## src/rtl/bullet_sched.sv

```systemverilog
// Bullet slot scheduler: one move sweep per frame tick over a fixed slot pool,
// then a single spawn cycle, plus a registered per-pixel bullet coverage query.
module bullet_sched #(
    parameter int SLOTS    = 8,
    parameter int X_W      = 11,
    parameter int Y_W      = 10,
    parameter int SPEED    = 4,
    parameter int COOLDOWN = 8,
    parameter int BUL_W    = 4,
    parameter int BUL_H    = 8,
    parameter int GUN_OFF  = 14
) (
    input  logic             clk,
    input  logic             rst,
    input  logic             frame_tick_i,
    input  logic             fire_i,
    input  logic             mode_i,
    input  logic [X_W-1:0]   me_x_pos_i,
    input  logic [Y_W-1:0]   me_y_pos_i,
    input  logic [X_W-1:0]   req_x_addr_i,
    input  logic [Y_W-1:0]   req_y_addr_i,
    output logic             busy_o,
    output logic [SLOTS-1:0] active_o,
    output logic             overrun_o,
    output logic             vga_alpha_o
);

    localparam int IDX_W = (SLOTS > 1) ? $clog2(SLOTS) : 1;
    localparam int CD_W  = (COOLDOWN > 0) ? $clog2(COOLDOWN + 1) : 1;

    typedef enum logic [1:0] {IDLE, MOVE, SPAWN} state_t;

    state_t           state_reg;
    logic [IDX_W-1:0] idx_reg;
    logic [CD_W-1:0]  cd_reg;
    logic             fire_reg;
    logic             mode_reg;
    logic             cd_zero_reg;
    logic             busy_reg;
    logic             overrun_reg;
    logic             alpha_reg;

    logic             valid_reg [SLOTS];
    logic [X_W-1:0]   x_reg     [SLOTS];
    logic [Y_W-1:0]   y_reg     [SLOTS];

    logic [SLOTS-1:0] hit;
    logic [SLOTS-1:0] active;

    // Lowest two free slots, used by the spawn cycle.
    logic             first_found;
    logic             second_found;
    logic [IDX_W-1:0] first_idx;
    logic [IDX_W-1:0] second_idx;

    always_comb begin
        first_found  = 1'b0;
        second_found = 1'b0;
        first_idx    = '0;
        second_idx   = '0;
        for (int i = 0; i < SLOTS; i++) begin
            if (!valid_reg[i]) begin
                if (!first_found) begin
                    first_found = 1'b1;
                    first_idx   = IDX_W'(i);
                end else if (!second_found) begin
                    second_found = 1'b1;
                    second_idx   = IDX_W'(i);
                end
            end
        end
    end

    // Spawn x values wrap to X_W bits, matching the truncated stored x.
    logic [X_W-1:0] gun_x;
    logic [X_W-1:0] right_x;
    logic [Y_W-1:0] spawn_y;
    logic           y_ok;
    logic           spawn_ok;

    assign gun_x    = me_x_pos_i + X_W'(GUN_OFF);
    assign right_x  = me_x_pos_i + X_W'(2 * GUN_OFF);
    assign spawn_y  = me_y_pos_i - Y_W'(BUL_H);
    assign y_ok     = (me_y_pos_i >= Y_W'(BUL_H));
    assign spawn_ok = fire_reg && cd_zero_reg && y_ok &&
                      (mode_reg ? second_found : first_found);

    // Hit tests are one bit wider than the coordinates so x + BUL_W never wraps.
    genvar gi;
    generate
        for (gi = 0; gi < SLOTS; gi++) begin : g_slot
            logic [X_W:0] x_lo;
            logic [Y_W:0] y_lo;
            logic [X_W:0] qx;
            logic [Y_W:0] qy;
            assign x_lo       = {1'b0, x_reg[gi]};
            assign y_lo       = {1'b0, y_reg[gi]};
            assign qx         = {1'b0, req_x_addr_i};
            assign qy         = {1'b0, req_y_addr_i};
            assign hit[gi]    = valid_reg[gi] &&
                                (qx >= x_lo) && (qx < x_lo + (X_W+1)'(BUL_W)) &&
                                (qy >= y_lo) && (qy < y_lo + (Y_W+1)'(BUL_H));
            assign active[gi] = valid_reg[gi];
        end
    endgenerate

    always_ff @(posedge clk or negedge rst) begin
        if (!rst) begin
            state_reg   <= IDLE;
            idx_reg     <= '0;
            cd_reg      <= '0;
            fire_reg    <= 1'b0;
            mode_reg    <= 1'b0;
            cd_zero_reg <= 1'b0;
            busy_reg    <= 1'b0;
            overrun_reg <= 1'b0;
            alpha_reg   <= 1'b0;
            for (int i = 0; i < SLOTS; i++) begin
                valid_reg[i] <= 1'b0;
                x_reg[i]     <= '0;
                y_reg[i]     <= '0;
            end
        end else begin
            overrun_reg <= frame_tick_i && (state_reg != IDLE);
            alpha_reg   <= |hit;
            case (state_reg)
                IDLE: begin
                    if (frame_tick_i) begin
                        fire_reg    <= fire_i;
                        mode_reg    <= mode_i;
                        // A shot is allowed only if the cooldown had already expired at this tick.
                        cd_zero_reg <= (cd_reg == '0);
                        if (cd_reg != '0) begin
                            cd_reg <= cd_reg - CD_W'(1);
                        end
                        idx_reg   <= '0;
                        busy_reg  <= 1'b1;
                        state_reg <= MOVE;
                    end
                end
                MOVE: begin
                    if (valid_reg[idx_reg]) begin
                        if (y_reg[idx_reg] < Y_W'(SPEED)) begin
                            valid_reg[idx_reg] <= 1'b0;
                        end else begin
                            y_reg[idx_reg] <= y_reg[idx_reg] - Y_W'(SPEED);
                        end
                    end
                    if (idx_reg == IDX_W'(SLOTS - 1)) begin
                        state_reg <= SPAWN;
                    end else begin
                        idx_reg <= idx_reg + IDX_W'(1);
                    end
                end
                SPAWN: begin
                    state_reg <= IDLE;
                    busy_reg  <= 1'b0;
                    if (spawn_ok) begin
                        cd_reg               <= CD_W'(COOLDOWN);
                        valid_reg[first_idx] <= 1'b1;
                        y_reg[first_idx]     <= spawn_y;
                        if (mode_reg) begin
                            x_reg[first_idx]      <= me_x_pos_i;
                            valid_reg[second_idx] <= 1'b1;
                            x_reg[second_idx]     <= right_x;
                            y_reg[second_idx]     <= spawn_y;
                        end else begin
                            x_reg[first_idx] <= gun_x;
                        end
                    end
                end
                default: begin
                    state_reg <= IDLE;
                    busy_reg  <= 1'b0;
                end
            endcase
        end
    end

    assign busy_o      = busy_reg;
    assign active_o    = active;
    assign overrun_o   = overrun_reg;
    assign vga_alpha_o = alpha_reg;

endmodule

```

## config.mk

```make
export PLATFORM = sky130hd
export DESIGN_NAME = bullet_sched
export DESIGN_NICKNAME = d
export VERILOG_FILES = /design/src/rtl/bullet_sched.sv
export SDC_FILE = /design/constraint.sdc
export NUM_CORES = 1
export LEC_CHECK = 0
export BUFFER_PORTS_ARGS = -buffer_cell sky130_fd_sc_hd__buf_2
export CORE_ASPECT_RATIO = 0.7
export CORE_MARGIN = 1.5
export CORE_UTILIZATION = 58
export DETAILED_ROUTE_END_ITERATION = 7
export PLACE_DENSITY = 0.85
export SYNTH_ARGS = -nofsm -noshare
export SYNTH_HDL_FRONTEND = slang
export SYNTH_SLANG_ARGS = --single-unit
```

## constraint.sdc

```tcl
create_clock -name clk -period 4.3 [get_ports clk]
set_input_delay 0.645 -clock clk [delete_from_list [all_inputs] [get_ports clk]]
set_output_delay 0.645 -clock clk [all_outputs]
set_load 0.05 [all_outputs]
```

Word level (Yosys, flattened, before mapping)
Index checks and enable logic that the tools add are counted.

Output and inout bits: 11. Register bits after elaboration: 191. Word-level logic and storage cells: 276. Input port bits: 47.

$add $sub $neg: 22. Multiplexer cells: 107. Reductions and logical operators: 55. Eq/ne operators: 11. Bitwise logic cells: 8. $lt $le $gt $ge: 40.

Operator list (number): $mux 80 (4); $bwmux 88 (3); $bwmux 80 (3); $pmux 80 s2 (1); $add 11x3->12 const B (8); $lt 11x12->1 (8); $mux 3 (32); $demux 10 s3 (3); $add 10x4->11 const B (8); $ge 11x11->1 (8); $lt 10x11->1 (8); $mux 88 (1); $ge 10x10->1 (8); $demux 11 s3 (2); $mux 10 (5); $logic_and 1x1->1 (39); $mux 1 (32); $mux 8 (4); $bmux 10 s3 (1); $mux 11 (2); $ne 2x2->1 const B (8); $or 8x8->8 (2); $pmux 8 s2 (1); $ge 4x4->1 const B (3); other kinds (32) (49).

Longest topological paths before layout
Depth in word-level cells: 29. Depth in mapped cells: 14.

Worst setup path before layout
OpenSTA, ideal clock, no wires.

Kind: register -> register. Start: reg valid_reg (netlist bit active_o[0]). End: reg y_reg (netlist bit g_slot[2].y_lo[9]). Arrival: 2951 ps. Data required time: 4179 ps. Buffers on the path: 1. Setup slack: 1228 ps. Stages on the path, launching flop included: 11. Period minus slack after synthesis: 3072 ps. Cell sequence: dfrtp_1 > inv_1 > ha_1 > or2_2 > or2_0 > o311a_1 > o21a_1 > a31oi_1 > clkbuf_1 > o22ai_1 > a22o_1.

Longest elaborated chain between the ends: 29. Elaborated cells on any way between the ends: 80. Classes of those cells: order compare (4); eq/ne (2); mux (68); bitwise (2); reduce/logical (4).

RTL lines: start, declared (RTL line 43) `logic valid_reg [SLOTS];`; start signal, assigned by index (RTL line 119) `valid_reg[i] <= 1'b0;`; start signal, assigned by index (RTL line 144) `valid_reg[idx_reg] <= 1'b0;`; start signal, assigned by index (RTL line 160) `valid_reg[first_idx] <= 1'b1;`; $mux 1 (RTL line 62, 63); $mux 1 (RTL line 62) `if (!valid_reg[i]) begin`; $mux 3 (RTL line 66) `end else if (!second_found) begin`; $mux 3 (RTL line 63) `if (!first_found) begin`; $mux 3 (RTL line 62); $mux 3 (RTL line 66); $mux 3 (RTL line 63); $mux 3 (RTL line 62); (+13 left out); $ge 4x4->1 (not written as such) / $lt 4x1->1 (equally long branches) (RTL line 166) `y_reg[second_idx] <= spawn_y;`; $logic_and 1x1->1 (not written as such) (RTL line 166); $mux 10 (not written as such) (RTL line 166); $demux 10 s3 (RTL line 166); $bwmux 80 (RTL line 166); $mux 80 (RTL line 162) `if (mode_reg) begin`; $mux 80 (RTL line 158) `if (spawn_ok) begin`; $pmux 80 s2 (RTL line 126) `case (state_reg)`; end signal, assigned by index (RTL line 146) `y_reg[idx_reg] <= y_reg[idx_reg] - Y_W'(SPEED);`; end signal, assigned by index (RTL line 161) `y_reg[first_idx] <= spawn_y;`; end signal, assigned by index (RTL line 166); end, declared (RTL line 45) `logic [Y_W-1:0] y_reg [SLOTS];`.

Parallel ways exist; a longest one is shown, timed or not. The select of a mux whose other input is x is not followed. A chain may end at the register's enable or synchronous reset.

Final worst setup path
Start: reg idx_reg[0]. End: reg y_reg (netlist bit g_slot[3].y_lo[0]).

Longest elaborated chain between the ends: 9. Elaborated cells on any way between the ends: 21. Classes of those cells: add/sub (1); order compare (3); eq/ne (2); mux (12); bitwise (1); reduce/logical (2).

RTL lines: start, declared (RTL line 34) `logic [IDX_W-1:0] idx_reg;`; start signal, assigned (RTL line 152) `idx_reg <= idx_reg + IDX_W'(1);`; $not 3->4 (not written as such) * (RTL line 142, 143, 146); $bmux 10 s3, or another cell as far along (RTL line 143, 146); $mux 10 (not written as such) / $logic_and 1x1->1 (equally long branches) (RTL line 143, 146); $mux 10, on equally long branches (RTL line 143, 146); $sub 10x3->10 / $demux 10 s3 (equally long branches) (RTL line 146); $bwmux 80 (RTL line 146); $mux 80 (RTL line 143) `if (y_reg[idx_reg] < Y_W'(SPEED)) begin`; $mux 80 (RTL line 142) `if (valid_reg[idx_reg]) begin`; $pmux 80 s2 (RTL line 126).

Mark *: on every way between the ends. The rest lies on a longest branch, timed or not. The select of a mux whose other input is x is not followed.

==> impl_results.md <==
* Outcome: complete, but fails checks
* Failing checks: DRC
* First-pass GRT wire length at 115100 um
* Pre-CTS setup slack at 0.5235 ns
* Crit-path max FO at 30
* Top post-synthesis cells by area: dfrtp_1 (24%), ha_1 (20%), xnor2_1 (4.5%)
* Setup TNS at 0 ns
* Dpl cells at 2913
* Cell row count at 57
* Initial Utilization at 58.68%
* Mean post-synth cell area at 8.329 um^2
* Final GP Congestion at 1.121
* Crit start category: register
* Peak VDD IR at 0.4421 mV
* Grt total ovfl at 0
* Power Dens Cells at 519.6 mW/mm^2
* Clock transition at path regs at 0.08 ns
* Vias in the first global route at 19703
* Layout Utilization at 62.99%
* Crit Path Class: register to register
* Die Y at 159.4 um
* Port Buffers at 57
* Critical Path Start: idx_reg[0]$_DFFE_PN0P_
* Share of post-route cells with drive strength above 1 at 8.775%
* Tot Pwr at 11.30 mW
* Yosys reg bits at 191
* Root Driver: clkbuf_16
* Clk buf depth at 2
* Netlist Area Pre-Place at 0.02026 mm^2
* Clock Latency Late Sink at 0.46 ns
* Hold slack at 0.1964 ns
* DRT Wirelength at 76350 um
* Post-DR wirelength/cell at 25.92 um
* EDFF count, synth at 0
* Synth Warn # at 0
* Die width at 226.4 um
* CTS tree: done
* Fillers at 3037
* Reg2Reg Depth at 9
* R2R Setup Slk at 0.34 ns
* Max-slew violations at 0
* CP Data Required Time at 4.64 ns
* Worst R2R End: g_slot[3].y_lo[0]$_DFFE_PN0P_
* Top cell type's share of synthesized area at 23.59%
* Non-Filler Instances at 2946
* Initial antenna violation count at 0
* 1st-pass router iterations at 8
* Slew margin rel. at 12.41%
* Synth area leader: dfrtp_1
* Critical Path Sink: g_slot[3].y_lo[0]$_DFFE_PN0P_
* Drt first-iter violations at 3233
* Arrival time worst endpoint at 4.30 ns
* H-tree Lvls at 4
* Post-synthesis async set-or-reset flop share at 100.0%
* Pleak at 9.746 nW
* Max reg flops at 88
* Max-cap check violation count at 0
* Post-DP HPWL at 58200 um
* ANT nets after route at 0
* Total I/O pin count at 58
* # setup viols final at 0
* Final Hold Viols at 0
* Post-CTS setup repair buffer count at 0
* Fmax at 252.6 MHz
* Mapped Cells at 2432
* Final net count at 2832
* Final Cycle Share at 92.07%
* HP Class: input port to asynchronous set/reset pin
* Net count after synthesis at 2804
* Drc violations at 3
* Synth unique cells at 92
* Reg2reg start: idx_reg[0]$_DFFE_PN0P_
* CTS Buf Count at 17
* Largest net degree at the start of global routing at 83
* CTS hold repair buffers at 0
* Sequential fraction of the synthesis area at 23.59%
* Cts repair resizes at 0
* Core area at 0.03452 mm^2
* Area Growth Syn to Fin at 7.344%
* Clk sink count at 191
* Cell area after layout at 0.02174 mm^2
* Crit end category: register
* Clock Skew at 0.01398 ns
* Tot GR Track Use at 42.03%
* Full die area at 0.03607 mm^2
* Final WS setup at 0.3408 ns
* RSZ-0062 raised after global routing: no
* Worst slew pin tran at 1.309 ns
* Top_reg_cell synth: dfrtp_1
* Vias per cell at 7.044
* Vias at 20753
* Tmin final at 3.959 ns
* Placed cell areas at 0.02116 mm^2
[critical path, stage by stage (launching register included)]
cell and delay, ns:
dfrtp_2 0.81, buf_4 0.31, nand3b_1 0.32, o22ai_1 0.18
o21ai_1 0.24, a211oi_2 0.14, o21ai_4 0.33, a21boi_1 0.80
nand2_2 0.35, a22o_1 0.35
[cell type report]
class                   instances  area (um^2)  area share (%)
inverters                     216        810.8           3.729
repair buffers                125        817.0           3.757
diodes                          1        2.502         0.01151
clock inverters                15        155.1          0.7135
multi-input cells            1909        14160           65.12
clock buffers                  17        425.4           1.956
well taps                     472        590.6           2.716
flip-flops and latches        191         4782           21.99
[worst min path at each step]
stage | startpoint | end | slack [ns] | depth (start not counted)
after detailed placement | g_slot[1].x_lo[1]$_DFFE_PN0P_ | g_slot[1].x_lo[1]$_DFFE_PN0P_ | 0.47 | 2
after global routing | rst | g_slot[4].x_lo[0]$_DFFE_PN0P_ | 0.26 | 1
after global placement | g_slot[1].x_lo[1]$_DFFE_PN0P_ | g_slot[1].x_lo[1]$_DFFE_PN0P_ | 0.46 | 2
final | rst | g_slot[4].x_lo[0]$_DFFE_PN0P_ | 0.20 | 1
after CTS | rst | g_slot[4].x_lo[0]$_DFFE_PN0P_ | 0.23 | 1
after floorplan | rst | active_o[0]$_DFFE_PN0P_ | 0.35 | 0
[where the power goes]
group	leakage (nW)	internal, mW	switching [mW]	total [mW]
logic	7.18	2.48	4.22	6.69
clock network	0.281	0.820	0.808	1.63
registers	2.28	2.16	0.819	2.98
[metal layers]
metal  global-route usage (%)  vias up  routed length [um]
met4                    19.12        0                3634
met2                    57.01     1542               29960
met5                        0        -                   0
li1                         -     9077                   -
met1                    59.28     9851               30600
met3                    14.86      283               12150
[logic make-up after synthesis]
group	after synthesis	synth area share (%)
fa+ha+maj	325	20.07
mux	41	3.094
simple gates	628	15.14
buf+inv	332	6.541
xor+xnor	122	5.405
compound gates	793	26.15
flops	191	23.59
[placed cells by master (no fill, tap or decap), types with 31 or more instances in the layout]
master	n
a221oi_1	31
a22o_1	71
buf_4	67
a21o_1	37
o21ai_0	169
a21oi_1	179
xnor2_1	104
buf_2	56
nand3_1	99
nand2_1	202
nor3_1	48
nor2_1	100
o22ai_1	82
inv_1	216
nand2b_1	35
dfrtp_1	189
ha_1	325
[Yosys cell counts (13+ instances only)]
cell	number
a211oi_1	22
nand2_1	202
o22ai_1	82
a22o_1	71
nor3_1	48
a21oi_1	179
inv_1	216
a2111oi_0	13
nand2b_1	35
dfrtp_1	191
o21a_1	22
nor2_1	100
a31oi_1	26
a22oi_1	16
nor4_1	16
mux4_2	15
a221oi_1	31
a21o_1	37
and3_1	22
nand3_1	99
xnor2_1	104
o21ai_0	169
nand4_1	29
buf_2	30
xor2_1	16
mux2i_1	16
nor2b_1	28
o32ai_1	14
clkbuf_1	72
ha_1	325
Power figures use the tool's default switching activity.
